## config.mk

```make
export PLATFORM = sky130hd
export DESIGN_NAME = alu_req_sched_flat
export DESIGN_NICKNAME = d
export VERILOG_FILES = /design/src/rtl/alu_req_sched_if.sv /design/src/rtl/alu_req_sched.sv /design/src/flat_wrapper.sv
export SDC_FILE = /design/constraint.sdc
export NUM_CORES = 1
export LEC_CHECK = 0
export BUFFER_PORTS_ARGS = -buffer_cell sky130_fd_sc_hd__buf_2
export CORE_UTILIZATION = 49
export CTS_CLUSTER_SIZE = 20
export DETAILED_ROUTE_END_ITERATION = 12
export PLACE_DENSITY = 0.83
export RECOVER_POWER = 25
export SYNTH_ARGS = -nofsm -noshare
export SYNTH_HDL_FRONTEND = slang
export SYNTH_SLANG_ARGS = --single-unit
```

## constraint.sdc

```tcl
create_clock -name clk -period 3.1 [get_ports clk]
set_input_delay 0.62 -clock clk [delete_from_list [all_inputs] [get_ports clk]]
set_output_delay 0.62 -clock clk [all_outputs]
set_load 0.02 [all_outputs]
```

## src/rtl/alu_req_sched_if.sv

```systemverilog
// Request/response, ALU drive and display bus of the two-requester ALU scheduler.
// slave is the scheduler side, master the requester/ALU/display side.
interface alu_req_sched_if;
    localparam int unsigned DATA_W = 4;
    localparam int unsigned OP_W   = 3;

    logic              req0_valid;
    logic              req0_ready;
    logic [DATA_W-1:0] req0_a;
    logic [DATA_W-1:0] req0_b;
    logic [OP_W-1:0]   req0_op;
    logic              req1_valid;
    logic              req1_ready;
    logic [DATA_W-1:0] req1_a;
    logic [DATA_W-1:0] req1_b;
    logic [OP_W-1:0]   req1_op;
    logic              rsp0_valid;
    logic              rsp0_ready;
    logic              rsp1_valid;
    logic              rsp1_ready;
    logic [DATA_W-1:0] rsp_data;
    logic              rsp_ovf;
    logic [DATA_W-1:0] alu_a;
    logic [DATA_W-1:0] alu_b;
    logic [OP_W-1:0]   alu_op;
    logic [DATA_W-1:0] alu_res;
    logic [DATA_W-1:0] disp_val;
    logic              busy;
    logic              grant_id;

    modport slave (
        input  req0_valid, req0_a, req0_b, req0_op,
        input  req1_valid, req1_a, req1_b, req1_op,
        input  rsp0_ready, rsp1_ready, alu_res,
        output req0_ready, req1_ready, rsp0_valid, rsp1_valid,
        output rsp_data, rsp_ovf, alu_a, alu_b, alu_op,
        output disp_val, busy, grant_id
    );

    modport master (
        output req0_valid, req0_a, req0_b, req0_op,
        output req1_valid, req1_a, req1_b, req1_op,
        output rsp0_ready, rsp1_ready, alu_res,
        input  req0_ready, req1_ready, rsp0_valid, rsp1_valid,
        input  rsp_data, rsp_ovf, alu_a, alu_b, alu_op,
        input  disp_val, busy, grant_id
    );
endinterface

```

## src/rtl/alu_req_sched.sv

```systemverilog
// Round-robin scheduler sharing one combinational 4-bit ALU between two requesters,
// with a programmable settle window, signed-overflow capture and display latch.
module alu_req_sched #(
    parameter int unsigned HOLD_CYCLES = 1
) (
    input  logic            clk,
    input  logic            rst,
    alu_req_sched_if.slave  bus
);
    localparam int unsigned DATA_W = 4;
    localparam int unsigned OP_W   = 3;
    localparam int unsigned CNT_W  = 4;

    typedef enum logic [1:0] {
        S_IDLE    = 2'd0,
        S_SETTLE  = 2'd1,
        S_CAPTURE = 2'd2,
        S_RESP    = 2'd3
    } state_t;

    state_t            r_state;
    logic [CNT_W-1:0]  r_cnt;
    logic              r_last;
    logic              r_grant_id;
    logic [DATA_W-1:0] r_alu_a;
    logic [DATA_W-1:0] r_alu_b;
    logic [OP_W-1:0]   r_alu_op;
    logic [DATA_W-1:0] r_rsp_data;
    logic              r_rsp_ovf;
    logic [DATA_W-1:0] r_disp;

    logic w_gnt;
    logic w_ready0;
    logic w_ready1;
    logic w_accept;
    logic w_rsp_take;
    logic w_ovf;

    // Contention goes to the requester not served last; otherwise the lone valid one.
    always_comb begin
        w_gnt = ~bus.req0_valid;
        if (bus.req0_valid && bus.req1_valid) begin
            w_gnt = ~r_last;
        end
    end

    // Ready is masked during reset so nothing is offered while state is being cleared.
    assign w_ready0   = rst && (r_state == S_IDLE) && bus.req0_valid && !w_gnt;
    assign w_ready1   = rst && (r_state == S_IDLE) && bus.req1_valid &&  w_gnt;
    assign w_accept   = w_ready0 || w_ready1;
    assign w_rsp_take = r_grant_id ? bus.rsp1_ready : bus.rsp0_ready;

    always_comb begin
        w_ovf = 1'b0;
        case (r_alu_op)
            3'b000:  w_ovf = (r_alu_a[3] == r_alu_b[3]) && (bus.alu_res[3] != r_alu_a[3]);
            3'b001:  w_ovf = (r_alu_a[3] != r_alu_b[3]) && (bus.alu_res[3] != r_alu_a[3]);
            default: w_ovf = 1'b0;
        endcase
    end

    always_ff @(posedge clk) begin
        if (!rst) begin
            r_state    <= S_IDLE;
            r_cnt      <= '0;
            r_last     <= 1'b1;
            r_grant_id <= 1'b0;
            r_alu_a    <= '0;
            r_alu_b    <= '0;
            r_alu_op   <= '0;
            r_rsp_data <= '0;
            r_rsp_ovf  <= 1'b0;
            r_disp     <= '0;
        end else begin
            case (r_state)
                S_IDLE: begin
                    if (w_accept) begin
                        r_alu_a    <= w_gnt ? bus.req1_a  : bus.req0_a;
                        r_alu_b    <= w_gnt ? bus.req1_b  : bus.req0_b;
                        r_alu_op   <= w_gnt ? bus.req1_op : bus.req0_op;
                        r_grant_id <= w_gnt;
                        r_cnt      <= CNT_W'(HOLD_CYCLES);
                        r_state    <= S_SETTLE;
                    end
                end
                S_SETTLE: begin
                    r_cnt <= r_cnt - CNT_W'(1);
                    if (r_cnt <= CNT_W'(1)) begin
                        r_state <= S_CAPTURE;
                    end
                end
                S_CAPTURE: begin
                    r_rsp_data <= bus.alu_res;
                    r_disp     <= bus.alu_res;
                    r_rsp_ovf  <= w_ovf;
                    r_state    <= S_RESP;
                end
                S_RESP: begin
                    if (w_rsp_take) begin
                        r_last  <= r_grant_id;
                        r_state <= S_IDLE;
                    end
                end
                default: r_state <= S_IDLE;
            endcase
        end
    end

    assign bus.req0_ready = w_ready0;
    assign bus.req1_ready = w_ready1;
    assign bus.rsp0_valid = (r_state == S_RESP) && !r_grant_id;
    assign bus.rsp1_valid = (r_state == S_RESP) &&  r_grant_id;
    assign bus.rsp_data   = r_rsp_data;
    assign bus.rsp_ovf    = r_rsp_ovf;
    assign bus.alu_a      = r_alu_a;
    assign bus.alu_b      = r_alu_b;
    assign bus.alu_op     = r_alu_op;
    assign bus.disp_val   = r_disp;
    assign bus.busy       = (r_state != S_IDLE);
    assign bus.grant_id   = r_grant_id;
endmodule
```

## src/flat_wrapper.sv

```systemverilog
// flat-port wrapper written by rule: the top's interface ports become plain ports
module alu_req_sched_flat 
#(
    parameter int unsigned HOLD_CYCLES = 1
)
  (clk, rst, bus_req0_valid, bus_req0_a, bus_req0_b, bus_req0_op, bus_req1_valid, bus_req1_a, bus_req1_b, bus_req1_op, bus_rsp0_ready, bus_rsp1_ready, bus_alu_res, bus_req0_ready, bus_req1_ready, bus_rsp0_valid, bus_rsp1_valid, bus_rsp_data, bus_rsp_ovf, bus_alu_a, bus_alu_b, bus_alu_op, bus_disp_val, bus_busy, bus_grant_id);
  alu_req_sched_if bus_i ();
  input  logic clk;
  input  logic rst;
  input wire logic [$bits(bus_i.req0_valid)-1:0] bus_req0_valid;
  input wire logic [$bits(bus_i.req0_a)-1:0] bus_req0_a;
  input wire logic [$bits(bus_i.req0_b)-1:0] bus_req0_b;
  input wire logic [$bits(bus_i.req0_op)-1:0] bus_req0_op;
  input wire logic [$bits(bus_i.req1_valid)-1:0] bus_req1_valid;
  input wire logic [$bits(bus_i.req1_a)-1:0] bus_req1_a;
  input wire logic [$bits(bus_i.req1_b)-1:0] bus_req1_b;
  input wire logic [$bits(bus_i.req1_op)-1:0] bus_req1_op;
  input wire logic [$bits(bus_i.rsp0_ready)-1:0] bus_rsp0_ready;
  input wire logic [$bits(bus_i.rsp1_ready)-1:0] bus_rsp1_ready;
  input wire logic [$bits(bus_i.alu_res)-1:0] bus_alu_res;
  output wire logic [$bits(bus_i.req0_ready)-1:0] bus_req0_ready;
  output wire logic [$bits(bus_i.req1_ready)-1:0] bus_req1_ready;
  output wire logic [$bits(bus_i.rsp0_valid)-1:0] bus_rsp0_valid;
  output wire logic [$bits(bus_i.rsp1_valid)-1:0] bus_rsp1_valid;
  output wire logic [$bits(bus_i.rsp_data)-1:0] bus_rsp_data;
  output wire logic [$bits(bus_i.rsp_ovf)-1:0] bus_rsp_ovf;
  output wire logic [$bits(bus_i.alu_a)-1:0] bus_alu_a;
  output wire logic [$bits(bus_i.alu_b)-1:0] bus_alu_b;
  output wire logic [$bits(bus_i.alu_op)-1:0] bus_alu_op;
  output wire logic [$bits(bus_i.disp_val)-1:0] bus_disp_val;
  output wire logic [$bits(bus_i.busy)-1:0] bus_busy;
  output wire logic [$bits(bus_i.grant_id)-1:0] bus_grant_id;
  assign bus_i.req0_valid = bus_req0_valid;
  assign bus_i.req0_a = bus_req0_a;
  assign bus_i.req0_b = bus_req0_b;
  assign bus_i.req0_op = bus_req0_op;
  assign bus_i.req1_valid = bus_req1_valid;
  assign bus_i.req1_a = bus_req1_a;
  assign bus_i.req1_b = bus_req1_b;
  assign bus_i.req1_op = bus_req1_op;
  assign bus_i.rsp0_ready = bus_rsp0_ready;
  assign bus_i.rsp1_ready = bus_rsp1_ready;
  assign bus_i.alu_res = bus_alu_res;
  assign bus_req0_ready = bus_i.req0_ready;
  assign bus_req1_ready = bus_i.req1_ready;
  assign bus_rsp0_valid = bus_i.rsp0_valid;
  assign bus_rsp1_valid = bus_i.rsp1_valid;
  assign bus_rsp_data = bus_i.rsp_data;
  assign bus_rsp_ovf = bus_i.rsp_ovf;
  assign bus_alu_a = bus_i.alu_a;
  assign bus_alu_b = bus_i.alu_b;
  assign bus_alu_op = bus_i.alu_op;
  assign bus_disp_val = bus_i.disp_val;
  assign bus_busy = bus_i.busy;
  assign bus_grant_id = bus_i.grant_id;
  alu_req_sched #(.HOLD_CYCLES(HOLD_CYCLES)) u_core (.clk(clk), .rst(rst), .bus(bus_i));
endmodule
```

======== Word level (Yosys, flattened, before mapping) ========
Index checks and enable logic that the tools add are counted.
word-level totals
  logic and storage cells ................. 56
  input port bits ......................... 32
  output and inout port bits .............. 26
  register bits ........................... 24
cells by class
  $add $sub $neg .......................... 1
  reduce and logical (&&, ||, !) cells .... 21
  equal/unequal tests ..................... 10
  bitwise operators ....................... 2
  order comparisons ....................... 1
  multiplexer cells ....................... 12
operators with widths
  cell                   count
  $mux W4                3
  $logic_and A1 B1 Y1    10
  $pmux W2 S4            1
  $pmux W4 S2            1
  $mux W2                3
  $ne A2 B1 Y1 const B   3
  $reduce_and A2 Y1      3
  $eq A2 B2 Y1 const B   2
  $le A4 B1 Y1 const B   1
  $reduce_bool A2 Y1     2
  $sub A4 B1 Y4 const B  1
  $eq A3 B1 Y1 const B   1
  $logic_not A3 Y1       1
  $mux W3                1
  $reduce_and A3 Y1      1
  $eq A2 B1 Y1 const B   1
  $logic_not A1 Y1       2
  $logic_not A2 Y1       1
  $mux W1                2
  $ne A1 B1 Y1           2
  $not A1 Y1             2
  $pmux W1 S2            1
  $eq A1 B1 Y1           1
  $logic_or A1 B1 Y1     1

======== Depth between registers and ports, before layout ========
  depth in word-level cells ............... 7
  mapped depth ............................ 6
  mapped depth without buffers ............ 6

======== Worst setup path before layout ========
OpenSTA, ideal clock, no wires.
  path type ............................... input port to output port
  from .................................... input rst
  to ...................................... output bus_req1_ready
  arrival time ............................ 1.970 ns
  buffers on the path ..................... 1
  stages .................................. 3
  setup slack ............................. 0.510 ns
  data required time ...................... 2.480 ns
  path through ............................ buf_2 -> inv_1 -> a2111oi_0
between the ends
  cells in the longest elaborated chain, start to end .. 3
ends and longest elaborated chain
  what                              RTL line             source
  start: declaration                flat_wrapper.sv:9    input logic rst;
  $logic_and A1 B1 Y1 (3 in a row)  alu_req_sched.sv:49  assign w_ready1 = rst && (r_state == S_IDLE) && bus.req1_valid && w_gnt;
  end: declaration                  flat_wrapper.sv:22   output wire logic [$bits(bus_i.req1_ready)-1:0] bus_req1_ready;
Every way passes these cells.

======== Worst setup path after layout ========
Same ends and word-level chain as after synthesis.

==> metrics <==
Static Leak 0.761 nW; worst r2r src u_core.r_state[0]$_SDFFE_PN0P_; num rows 18; Die Ht 52.8 um; CP required 2.48 ns; crit path capture type primary output; Slew Limit Fails 0; min-delay src u_core.bus.alu_a[2]$_SDFFE_PN0P_; H-tree level count 1; Slew HR 44.4%; critical path arrival 1.80 ns; fraction of layout cells with a size suffix above 1 30.4%; status finished clean; setup TNS 0 ns; Post-Synth Simple-Gate Area 17.5%; worst clock skew 0.00876 ns; commonest non-fill, non-tap cells in the layout buf_2, dfxtp_1, mux2i_1, nand3_1, nor2_1; antenna-violating nets left 0; WP buf/inv 3; Crit path max-delay family buffers and inverters; core box area 2450 sq um; Placer Congestion 0.798; post-synthesis mux area share 15.0%; Critical Path Fanout Max 18; Synth Area in Compound Gates 13.8%; Initial Util 51.5%; Final Hold Slack 0.474 ns; worst skew pair latency 0.32 ns; Via-to-Cell Ratio 5.28; final hold violations 0; # resized after CTS 0; drt total wl 2.71 mm; fmax 413 MHz; Post-Syn Nets 183; Ys Warns 0; Reg clk slew, reported paths 0.13 ns; sequential-to-total area share from yosys stat 38.0%; die area 2790 sq um; first-pass GRT wire length 4.14 mm; post-synthesis cell count 144; #FFs+latches synth 24; Slowest-stage cell, CP a2111oi_0; vias in the first global route 1018; Crit Path Class in2out; wire per inst 12.1 um; Pwr per Cell Area 813 nW/um^2; IO buf count 57; vias 1183; Crit path top cell by count buf_2; critical path startpoint rst; VDD IR max 0.000505 V; CTS tree built; CTS max path bufs 2; Final min period 2.42 ns; MaxCap Viol Count 0; Synth Area in XOR/XNOR 0.692%; min-delay worst type reg2reg; Hold Buf Count CTS 0; Post-CTS Setup Inserts 0; hpwl dp 2.09 mm; number of DRC markers in iteration 0 19; Final Setup Violations 0; final setup margin 0.678 ns; RSZ-0062 raised after global routing no; Layout area overhead 23.5%; clock sinks 24; router iterations before antenna repair 4; Synth Area in Adders 6.92%; total track usage 20.0%; largest family of logic cells by synthesized area simple AND/OR/NAND/NOR gates; I/O Pins 58; largest net degree at the start of global routing 25; pre-CTS WS 0.694 ns; Clock Tree Root clkbuf_4; cell accounting for the most synthesized area dfxtp_1; ant diodes 0; Tcrit/Tclk final 78.1%; Critical Path Start Type input port; slowest stage delay, CP 0.40 ns; area share of the largest cell type after synthesis 38.0%; worst-margin pin slew 0.832 ns; Yosys cell types 34; Die Wd 52.8 um; GR Overflow Total 0; TritonCTS buffer count 3; syn_area_per_cell 8.78 sq um; nets 234; CP cell instances buf_2, inv_1, a2111oi_0, buf_2; most common cell after layout, fill and taps aside buf_2; initial antenna violation count 0; # DRC 0; Area contributors post-synth dfxtp_1, mux2i_1, ha_1, nand3_1, nor2_1; Post-Syn Area 1260 sq um
flip-flops by register name, summed over array words and instances (netlist names):
signal,flops
u_core.bus.alu_b,4
u_core.bus.rsp_ovf,1
u_core.bus.grant_id,1
u_core.bus.alu_op,3
u_core.r_last,1
u_core.bus.alu_a,4
u_core.r_state,2
u_core.bus.disp_val,4
u_core.r_cnt,4
synth_stat cells (all sizes together):
library cell / number
nand2b: 3
ha: 7
or3: 1
nor3: 2
o22ai: 2
and2: 2
mux2i: 19
nor2b: 1
a21boi: 1
o31ai: 1
nor2: 13
nand3b: 1
dfxtp: 24
nand4b: 1
nand2: 8
a32oi: 1
o211ai: 1
a2111oi: 1
buf: 8
nor3b: 1
o21ai: 16
inv: 8
xor2: 1
clkbuf: 3
a21oi: 4
nand3: 13
a31oi: 1
kinds of logic after synthesis:
| kind of cell | Yosys count |
|---|---|
| XOR/XNOR | 1 |
| flip-flops | 24 |
| AO/OA/AOI/OAI | 28 |
| multiplexers | 19 |
| adder cells (fa/ha/maj) | 7 |
| buffers and inverters | 19 |
| AND/OR/NAND/NOR | 46 |
per-stage QoR:
stage	area [sq um]	util, %	std cells	power [mW]
after floorplan	1260	-	144	0.901
after global placement	1520	61.8	220	1.02
after detailed placement	1520	61.8	220	1.05
after CTS	1570	63.9	224	1.28
after global routing	1560	63.7	224	1.35
final	1560	63.7	224	1.27
worst register-to-register path: stages, from the launching register on:
cell	delay [ns]
dfxtp_1	0.37
inv_1	0.12
ha_1	0.27
o211ai_2	0.38
nand2_1	0.25
nand3_1	0.16
mux2i_1	0.15
final timing paths:
kind | to | slack, ns | cells past startpoint
worst min-delay path | u_core.bus.alu_a[2]$_SDFFE_PN0P_ | 0.47 | 2
worst max register to register | u_core.r_state[1]$_SDFFE_PN0P_ | 1.30 | 6
worst min register to register | u_core.bus.alu_a[2]$_SDFFE_PN0P_ | 0.47 | 2
worst max-delay path | bus_req1_ready | 0.68 | 4
routing by layer:
metal | share of wire (%) | GRT usage, % | wire, um | up-vias
met5 | 0 | 0 | 0 | -
met4 | 2.4 | 9.65 | 66 | 0
met3 | 5.1 | 4.06 | 139 | 8
met2 | 49 | 35.0 | 1320 | 45
met1 | 43 | 22.8 | 1180 | 537
li1 | - | - | - | 593
where the power goes:
group | switching [mW] | internal, mW | total [mW]
Sequential | 0.0740 | 0.395 | 0.469
Clock | 0.0947 | 0.131 | 0.225
Combinational | 0.354 | 0.222 | 0.576
Total | 0.522 | 0.748 | 1.27
final cells by class:
cell class / instances / area [sq um]
Tap cell: 30 / 37.5
Sequential cell: 24 / 480
Multi-Input combinational cell: 101 / 683
Timing Repair Buffer: 57 / 279
Inverter: 8 / 30.0
Clock buffer: 3 / 22.5
Fill cell: 207 / 892
Clock inverter: 1 / 30.0
Note: power is estimated with default switching activity, not from simulation.
